$ cat src/rtl/mux4_scan_pkg.sv
// Purpose : shared types and constants for the 4:1 mux scan controller.
// Latency : n/a (types and constants only).
// Backpressure: n/a.
//
// Contents: FSM state enum, last-channel index, settle counter width.
package mux4_scan_pkg;

  // ST_ prefix keeps the state names clear of the SETTLE parameter.
  typedef enum logic [1:0] {
    ST_IDLE   = 2'd0,
    ST_SETTLE = 2'd1,
    ST_SAMPLE = 2'd2,
    ST_DONE   = 2'd3
  } state_t;

  localparam logic [1:0] CH_LAST = 2'd3;
  localparam int         CNT_W   = 4;

endpackage

$ cat src/rtl/mux4_scan_ctrl_if.sv
// Purpose : signal bundle between the scan controller and its surroundings.
// Latency : n/a (wiring only).
// Backpressure: none; start is a request level sampled only while idle.
//
// Ports (slave = controller side):
//   start, cont_en, mux_in             -> controller
//   s0, s1, data_out, valid, busy      <- controller
interface mux4_scan_ctrl_if;
  logic       start;
  logic       cont_en;
  logic       mux_in;
  logic       s0;
  logic       s1;
  logic [3:0] data_out;
  logic       valid;
  logic       busy;

  modport master (
    output start, cont_en, mux_in,
    input  s0, s1, data_out, valid, busy
  );

  modport slave (
    input  start, cont_en, mux_in,
    output s0, s1, data_out, valid, busy
  );
endinterface

$ cat src/rtl/mux4_scan_ctrl_settle_timer.sv
// Purpose : per-channel settle counter with synchronous clear and terminal flag.
// Latency : term is combinational from the count register (cnt == SETTLE-1).
// Backpressure: none; counts whenever en is high and clr is low.
//
// Ports: clk, rst_n (async active-low), clr, en -> term.
module settle_timer
  import mux4_scan_pkg::*;
#(
  parameter int SETTLE = 2
) (
  input  logic clk,
  input  logic rst_n,
  input  logic clr,
  input  logic en,
  output logic term
);

  logic [CNT_W-1:0] cnt;

  always_ff @(posedge clk or negedge rst_n) begin
    if (!rst_n) begin
      cnt <= '0;
    end else if (clr) begin
      cnt <= '0;
    end else if (en) begin
      cnt <= cnt + 1'b1;
    end
  end

  assign term = (cnt == CNT_W'(SETTLE - 1));

endmodule

$ cat src/rtl/mux4_scan_ctrl.sv
// Purpose : round-robin select driver and capture stage for a 4:1 mux.
// Latency : one word every 4*(SETTLE+1) cycles after an accepted start.
// Backpressure: none; start while busy is dropped, cont_en chains scans.
//
// Ports: clk, rst_n (async active-low), bus (slave modport):
//   start/cont_en/mux_in in; s1:s0 select, data_out word, valid strobe, busy out.
//   All outputs are registered.
module mux4_scan_ctrl
  import mux4_scan_pkg::*;
#(
  parameter int SETTLE = 2,
  parameter int INVERT = 1
) (
  input  logic              clk,
  input  logic              rst_n,
  mux4_scan_ctrl_if.slave   bus
);

  if (SETTLE < 1 || SETTLE > 15) begin : g_bad_settle
    $error("mux4_scan_ctrl: SETTLE must be in 1..15");
  end

  // Undo the mux's output inversion so data_out bit k equals input dk.
  localparam logic INV_BIT = (INVERT != 0);

  state_t     state, state_nxt;
  logic [1:0] sel, sel_nxt;
  logic [2:0] shadow, shadow_nxt;
  logic [3:0] data_q, data_nxt;
  logic       valid_q, valid_nxt;
  logic       busy_q, busy_nxt;
  logic       tmr_clr, tmr_en, tmr_term;
  logic       bit_s;

  settle_timer #(.SETTLE(SETTLE)) u_timer (
    .clk   (clk),
    .rst_n (rst_n),
    .clr   (tmr_clr),
    .en    (tmr_en),
    .term  (tmr_term)
  );

  always_ff @(posedge clk or negedge rst_n) begin
    if (!rst_n) begin
      state <= ST_IDLE;
    end else begin
      state <= state_nxt;
    end
  end

  always_ff @(posedge clk or negedge rst_n) begin
    if (!rst_n) begin
      sel     <= 2'd0;
      shadow  <= 3'd0;
      data_q  <= 4'd0;
      valid_q <= 1'b0;
      busy_q  <= 1'b0;
    end else begin
      sel     <= sel_nxt;
      shadow  <= shadow_nxt;
      data_q  <= data_nxt;
      valid_q <= valid_nxt;
      busy_q  <= busy_nxt;
    end
  end

  always_comb begin
    state_nxt  = state;
    sel_nxt    = sel;
    shadow_nxt = shadow;
    data_nxt   = data_q;
    valid_nxt  = 1'b0;
    busy_nxt   = busy_q;
    tmr_clr    = 1'b0;
    tmr_en     = 1'b0;
    bit_s      = bus.mux_in ^ INV_BIT;

    case (state)
      ST_IDLE: begin
        tmr_clr = 1'b1;
        if (bus.start) begin
          state_nxt = ST_SETTLE;
          sel_nxt   = 2'd0;
          busy_nxt  = 1'b1;
        end
      end

      ST_SETTLE: begin
        // mux_in is deliberately ignored here; only the SAMPLE edge reads it.
        tmr_en = 1'b1;
        if (tmr_term) begin
          state_nxt = ST_SAMPLE;
        end
      end

      ST_SAMPLE: begin
        if (sel != CH_LAST) begin
          shadow_nxt[sel] = bit_s;
          sel_nxt         = sel + 2'd1;
          tmr_clr         = 1'b1;
          state_nxt       = ST_SETTLE;
        end else begin
          // Whole word lands at once so data_out is never partially updated.
          data_nxt  = {bit_s, shadow};
          valid_nxt = 1'b1;
          state_nxt = ST_DONE;
        end
      end

      ST_DONE: begin
        tmr_clr = 1'b1;
        sel_nxt = 2'd0;
        if (bus.cont_en) begin
          state_nxt = ST_SETTLE;
        end else begin
          state_nxt = ST_IDLE;
          busy_nxt  = 1'b0;
        end
      end

      default: begin
        state_nxt = ST_IDLE;
      end
    endcase
  end

  assign bus.s0       = sel[0];
  assign bus.s1       = sel[1];
  assign bus.data_out = data_q;
  assign bus.valid    = valid_q;
  assign bus.busy     = busy_q;

endmodule

$ cat src/flat_wrapper.sv
// flat-port wrapper written by rule: the top's interface ports become plain ports
module mux4_scan_ctrl_flat import mux4_scan_pkg::*;
#(
  parameter int SETTLE = 2,
  parameter int INVERT = 1
)
  (clk, rst_n, bus_start, bus_cont_en, bus_mux_in, bus_s0, bus_s1, bus_data_out, bus_valid, bus_busy);
  mux4_scan_ctrl_if bus_i ();
  input  logic clk;
  input  logic rst_n;
  input wire logic [$bits(bus_i.start)-1:0] bus_start;
  input wire logic [$bits(bus_i.cont_en)-1:0] bus_cont_en;
  input wire logic [$bits(bus_i.mux_in)-1:0] bus_mux_in;
  output wire logic [$bits(bus_i.s0)-1:0] bus_s0;
  output wire logic [$bits(bus_i.s1)-1:0] bus_s1;
  output wire logic [$bits(bus_i.data_out)-1:0] bus_data_out;
  output wire logic [$bits(bus_i.valid)-1:0] bus_valid;
  output wire logic [$bits(bus_i.busy)-1:0] bus_busy;
  assign bus_i.start = bus_start;
  assign bus_i.cont_en = bus_cont_en;
  assign bus_i.mux_in = bus_mux_in;
  assign bus_s0 = bus_i.s0;
  assign bus_s1 = bus_i.s1;
  assign bus_data_out = bus_i.data_out;
  assign bus_valid = bus_i.valid;
  assign bus_busy = bus_i.busy;
  mux4_scan_ctrl #(.SETTLE(SETTLE), .INVERT(INVERT)) u_core (.clk(clk), .rst_n(rst_n), .bus(bus_i));
endmodule
$ cat config.mk
export PLATFORM = sky130hd
export DESIGN_NAME = mux4_scan_ctrl_flat
export DESIGN_NICKNAME = d
export VERILOG_FILES = /design/src/rtl/mux4_scan_pkg.sv /design/src/rtl/mux4_scan_ctrl_if.sv /design/src/rtl/mux4_scan_ctrl_settle_timer.sv /design/src/rtl/mux4_scan_ctrl.sv /design/src/flat_wrapper.sv
export SDC_FILE = /design/constraint.sdc
export NUM_CORES = 1
export LEC_CHECK = 0
export CORE_ASPECT_RATIO = 0.8
export CORE_MARGIN = 5
export CORE_UTILIZATION = 26
export CTS_CLUSTER_SIZE = 10
export DETAILED_ROUTE_END_ITERATION = 8
export HOLD_SLACK_MARGIN = 0.06
export MAX_ROUTING_LAYER = met4
export PLACE_DENSITY = 0.5
export SETUP_SLACK_MARGIN = 0.4
export SLEW_MARGIN = 20
export SYNTH_ARGS = -nofsm -noshare
export SYNTH_HDL_FRONTEND = slang
export SYNTH_SLANG_ARGS = --single-unit
$ cat constraint.sdc
create_clock -name clk -period 1.9 [get_ports clk]
set_clock_uncertainty 0.1 [all_clocks]
set_input_delay 0.38 -clock clk [delete_from_list [all_inputs] [get_ports clk]]
set_output_delay 0.38 -clock clk [all_outputs]
set_load 0.02 [all_outputs]
* Yosys cells after proc, flatten, opt, wreduce, memory -nomap -nowiden
Index checks and enable logic that the tools add are counted.
Word-level totals: register bits after elaboration 17, input port bits 5, output and inout port bits 8, logic and storage cells 54
Operators by class: add/subtract/negate cells 2, order comparisons 2, eq/ne operators 9, mux-type cells 21, bitwise logic cells 2, reduce and logical (&&, ||, !) cells 11
Operators with widths (number):
- two-way mux 2 bit | 5
- two-way mux 1 bit | 8
- two-way mux 4 bit | 2
- one-hot mux 2 bit (4 select lines) | 1
- != test 2 bit, second input constant | 3
- one-hot mux 2 bit (3 select lines) | 1
- AND reduction 2 bit | 3
- AND reduction 3 bit | 2
- adder 4 x 1 -> 4 bit, second input constant | 1
- == test 2 bit, second input constant | 2
- == test 4 x 1 -> 1 bit, second input constant | 1
- != test 2 x 1 -> 1 bit, second input constant | 2
- one-hot mux 1 bit (2 select lines) | 2
- nonzero test 2 bit | 2
- bitwise mux 3 bit | 1
- less-than comparator 2 x 3 -> 1 bit, second input constant | 1
- nonzero test 3 bit | 1
- adder 2 x 1 -> 2 bit, second input constant | 1
- demux 1 bit (select 2 bit) | 1
- == test 2 x 1 -> 1 bit, second input constant | 1
- greater-or-equal comparator 2 x 1 -> 1 bit, second input constant | 1
- logical NOT 2 bit | 1
- inverter 1 bit | 2
- OR reduction 2 bit | 1
- logical AND 1 bit | 1

* Logic depth before layout (Yosys ltp)
depth after elaboration 5, depth in mapped cells 6, depth with buffers taken out 5

* By module
Synthesis repeated with hierarchy kept, for this count alone.
Second synthesis, totals: cell total of the unflattened synthesis 85, area, all modules 923.4 um^2
By module, submodules not included:
- mux4_scan_ctrl | times used 1, cells each 65, area an instance 701.9 um^2, seq. area each 325.3 um^2
- settle_timer | times used 1, cells each 20, area an instance 221.5 um^2, seq. area each 100.1 um^2

* Worst setup path before layout
Ideal clock, no wire load.
kind register to register, start point reg u_core.sel[1], end point reg u_core.u_timer.cnt[3], library setup time 0.124 ns, arrival 1.517 ns, required time 1.676 ns, path slack 0.159 ns, cell stages (with the launch flop) 6, buffers on the path 1, period minus slack after synthesis 1.741 ns, cell sequence dfrtp_1 -> ha_1 -> nand2b_1 -> clkbuf_1 -> and3b_1 -> a211o_2
On the way: longest elaborated chain between the ends 4, elaborated cells on any way between the ends 5, those cells by class 1 x eq/ne; 3 x mux; 1 x reduce/logical
Ends and longest elaborated chain:
- from (decl) | line mux4_scan_ctrl.sv:27 | logic [1:0] sel, sel_nxt;
- from (signal assigned) | line mux4_scan_ctrl.sv:59 | sel <= sel_nxt;
- != test 2 bit * | line mux4_scan_ctrl.sv:97 | if (sel != CH_LAST) begin
- two-way mux 1 bit * | line mux4_scan_ctrl.sv:97
- one-hot mux 1 bit (2 select lines) * | line mux4_scan_ctrl.sv:78 | case (state)
- two-way mux 4 bit / nonzero test 2 bit (equally long branches)
- to (signal assigned) | line mux4_scan_ctrl_settle_timer.sv:26 | cnt <= cnt + 1'b1;
- to (decl) | line mux4_scan_ctrl_settle_timer.sv:18 | logic [CNT_W-1:0] cnt;
Mark *: on every way between the ends. The rest lies on a longest branch, timed or not. A chain may end at the register's enable or synchronous reset.

* Worst setup path after layout
start point reg u_core.u_timer.cnt[1], end point reg u_core.state[1]
On the way: longest elaborated chain between the ends 3
Ends and longest elaborated chain:
- == test 4 x 1 -> 1 bit | line mux4_scan_ctrl_settle_timer.sv:30 | assign term = (cnt == CNT_W'(SETTLE - 1));
- != test 2 x 1 -> 1 bit (no line)
- AND reduction 2 bit (no line)
- to (signal assigned) | line mux4_scan_ctrl.sv:47 | state <= state_nxt;
- to (decl) | line mux4_scan_ctrl.sv:26 | state_t state, state_nxt;
No other way between the ends.

==> flow_metrics.py <==
metrics = {
    "status": {
        "status": "complete, no violations",
    },
    "floorplanning": {
        "die_x_um": 77.2,
        "core.rowCount": 19,
        "die_h_um": 63.7,
        "core-area_sq_um": 3450,
        "start_util_pct": 27.2,
        "die-area_sq_um": 4920,
        "ios": 13,
    },
    "critical_path": {
        "cp.arrival_ps": 1620,
        "worst_setup_path_end_kind": "register",
        "crit_fanout": 3,
        "crit_type": "reg -> reg",
        "critPathMaxStageDelay_ps": 390,
        "crit_required_ps": 1980,
        "cp-start-kind": "register",
        "slowest_stage": "dfrtp_1",
        "path_cells": "inv_1 -> ha_1 -> or3b_4 -> a211o_1 -> a22oi_2",
    },
    "timing": {
        "post-route-period-util_pct": 81.5,
        "hold_viol": 0,
        "min_period_ps": 1550,
        "fin_setup_tns_ps": 0,
        "fin_ws_ps": 351,
        "slew_headroom_pct": 82.7,
        "final_max_slew_viol_count": 0,
        "worst_slew_pin_slew_ps": 259,
        "timing.fmax_ghz": 0.646,
        "rsz0062_at_grt": "true",
        "setup_violations": 0,
    },
    "layout": {
        "antenna-diode-count": 0,
        "layout_common_cells": "buf_4 (15), dfrtp_1 (14), o21ai_0 (8)",
        "syn_to_final_growth_pct": 44.7,
        "drive_gt1_share_pct": 42.5,
        "design_area_sq_um": 1360,
        "nets": 131,
        "final_cells": 155,
        "final_common_cell": "buf_4",
    },
    "yosys": {
        "ys_warn_count": 0,
        "seq_area_frac_synth_pct": 45.3,
        "synth_cell_types": 29,
        "syn-num-nets": 101,
        "ys_ff_latch": 17,
        "syn_inst": 84,
        "synth_top_cell_area_share_pct": 45.3,
        "synth.avg_cell_area_sq_um": 11.2,
        "synth_area_sq_um": 938,
        "synth.area.top_cells": "dfrtp_1 (45%), ha_1 (16%), mux2_2 (4.8%), o21ai_0 (4.3%), inv_1 (3.6%)",
        "yosys.area.top_type": "dfrtp_1",
    },
    "cts": {
        "numCtsBuffers": 3,
        "cts-root-buf": "clkbuf_8",
        "clock_latency_ps": 250,
        "clk_path_buf_depth": 2,
        "clkTransAtPathRegs_ps": 70,
        "htree_levels": 1,
        "cts.sinks": 17,
        "cts_tree": "done",
    },
    "grt": {
        "grt_antenna_before_repair": 0,
        "grt_overflow_total": 0,
        "grt_max_degree": 18,
        "gr-usage-all-layers_pct": 9.19,
        "grt_first_pass_wirelength_um": 3550,
        "grt_pass1_vias": 748,
    },
    "route": {
        "route.vias.total": 710,
        "drc": 0,
        "avgViaCountPerCell": 4.58,
        "drt-initial-drc-count": 10,
        "post_drt_wl_per_cell_um": 13.5,
        "routed_wl_um": 2100,
        "ant_nets": 0,
        "drtPass1Iterations": 2,
    },
    "placed_design": {
        "hpwl_um": 1310,
        "pre_cts_ws_ps": 171,
        "numPortBuffers": 12,
        "place_congestion": 0.728,
        "place_area_sq_um": 1180,
        "dp_cells": 139,
    },
    "pwr": {
        "leakagePower_nw": 0.604,
        "finalPower_w": 0.00199,
        "power.density_nw_per_um2": 1470,
        "ir_drop_uv": 702,
    },
    "run": {
        "maxCapViolations": 0,
    },
    "worst_hold_path": {
        "hp-class": "in -> async",
    },
}
[what timing repair did]
item                                    in CTS  in global routing
pin swaps                                    7                  2
gates resized for setup                     20                  5
hold buffers                                 0                  0
setup buffers                                9                  3
endpoints found under the setup margin      18                  8
[layer usage]
layer | track usage [%] | part of all wire, % | vias to the layer above
li1 | - | - | 356
met1 | 11.8 | 49 | 335
met2 | 13.9 | 45 | 17
met3 | 3.65 | 5.5 | 2
met4 | 1.72 | 0.62 | 0
met5 | - | 0 | -
[path summary, 6_finish.rpt]
check                                        from  depth (start not counted)                     end  slack [ps]
max in group asynchronous                   rst_n                          2           u_core.sel[0]        1130
hold / removal                              rst_n                          2        u_core.shadow[1]         350
setup reg to reg            u_core.u_timer.cnt[1]                          5         u_core.state[1]         350
setup / recovery            u_core.u_timer.cnt[1]                          5         u_core.state[1]         350
hold reg to reg            u_core.bus.data_out[3]                          2  u_core.bus.data_out[3]         390
min in group clk           u_core.bus.data_out[3]                          2  u_core.bus.data_out[3]         390
[sequential cells by signal, summed over array words and instances (netlist names)]
name / flops
u_core.bus.data_out: 4
u_core.u_timer.cnt: 4
u_core.shadow: 3
u_core.state: 2
u_core.sel: 2
u_core.bus.valid: 1
u_core.bus.busy: 1
[stage by stage]
step | utilization [%] | hold slack (ps)
after floorplan | - | -15.6
after global placement | 34.3 | 366
after detailed placement | 34.3 | 385
after CTS | 38.4 | 349
after global routing | 39.4 | 359
final | 39.4 | 350
[cells by family after synthesis]
| family | count (synthesis) | synth area share (%) |
|---|---|---|
| buffers and inverters | 11 | 4.40 |
| XOR/XNOR | 1 | 0.934 |
| flip-flops | 17 | 45.3 |
| AND/OR/NAND/NOR | 15 | 10.1 |
| AO/OA/AOI/OAI | 22 | 16.3 |
| adder cells (fa/ha/maj) | 12 | 16.0 |
| multiplexers | 6 | 6.93 |
[layout make-up]
type / instances / area (sq um)
inverter: 9 / 36.3
tap: 42 / 52.6
multi-input combinational: 56 / 572
clock buffer: 3 / 41.3
sequential: 17 / 429
clock inverter: 1 / 5.00
fill: 336 / 2090
timing repair buffer: 27 / 221
[cells in the mapped netlist, drive strengths merged]
| cell type | n |
|---|---|
| inv | 9 |
| a22o | 1 |
| a21oi | 2 |
| nor3b | 1 |
| nand3 | 2 |
| o21a | 1 |
| or4 | 2 |
| ha | 12 |
| and3b | 1 |
| clkbuf | 2 |
| and2 | 1 |
| a211oi | 1 |
| mux2 | 4 |
| a221oi | 1 |
| nor2 | 1 |
| mux2i | 2 |
| nand2 | 3 |
| o31ai | 3 |
| or3b | 1 |
| o211ai | 2 |
| a211o | 2 |
| and3 | 1 |
| xor2 | 1 |
| o21ai | 8 |
| dfrtp | 17 |
| nand2b | 1 |
| a22oi | 1 |
| nor2b | 1 |
[where the power goes]
part	internal, W	switching, W	total [W]
combinational	0.000580	0.000546	0.00113
clock	0.000146	0.000134	0.000280
sequential	0.000494	0.0000920	0.000586
total	0.00122	0.000772	0.00199
[critical path, delay by kind of cell (launching register included)]
| family | cells | cell delay (ps) |
|---|---|---|
| flip-flops | 1 | 390 |
| adder cells (fa/ha/maj) | 1 | 120 |
| AND/OR/NAND/NOR | 1 | 380 |
| buffers and inverters | 1 | 60 |
| AO/OA/AOI/OAI | 2 | 430 |
No activity file was read; power rests on OpenSTA's default activity.
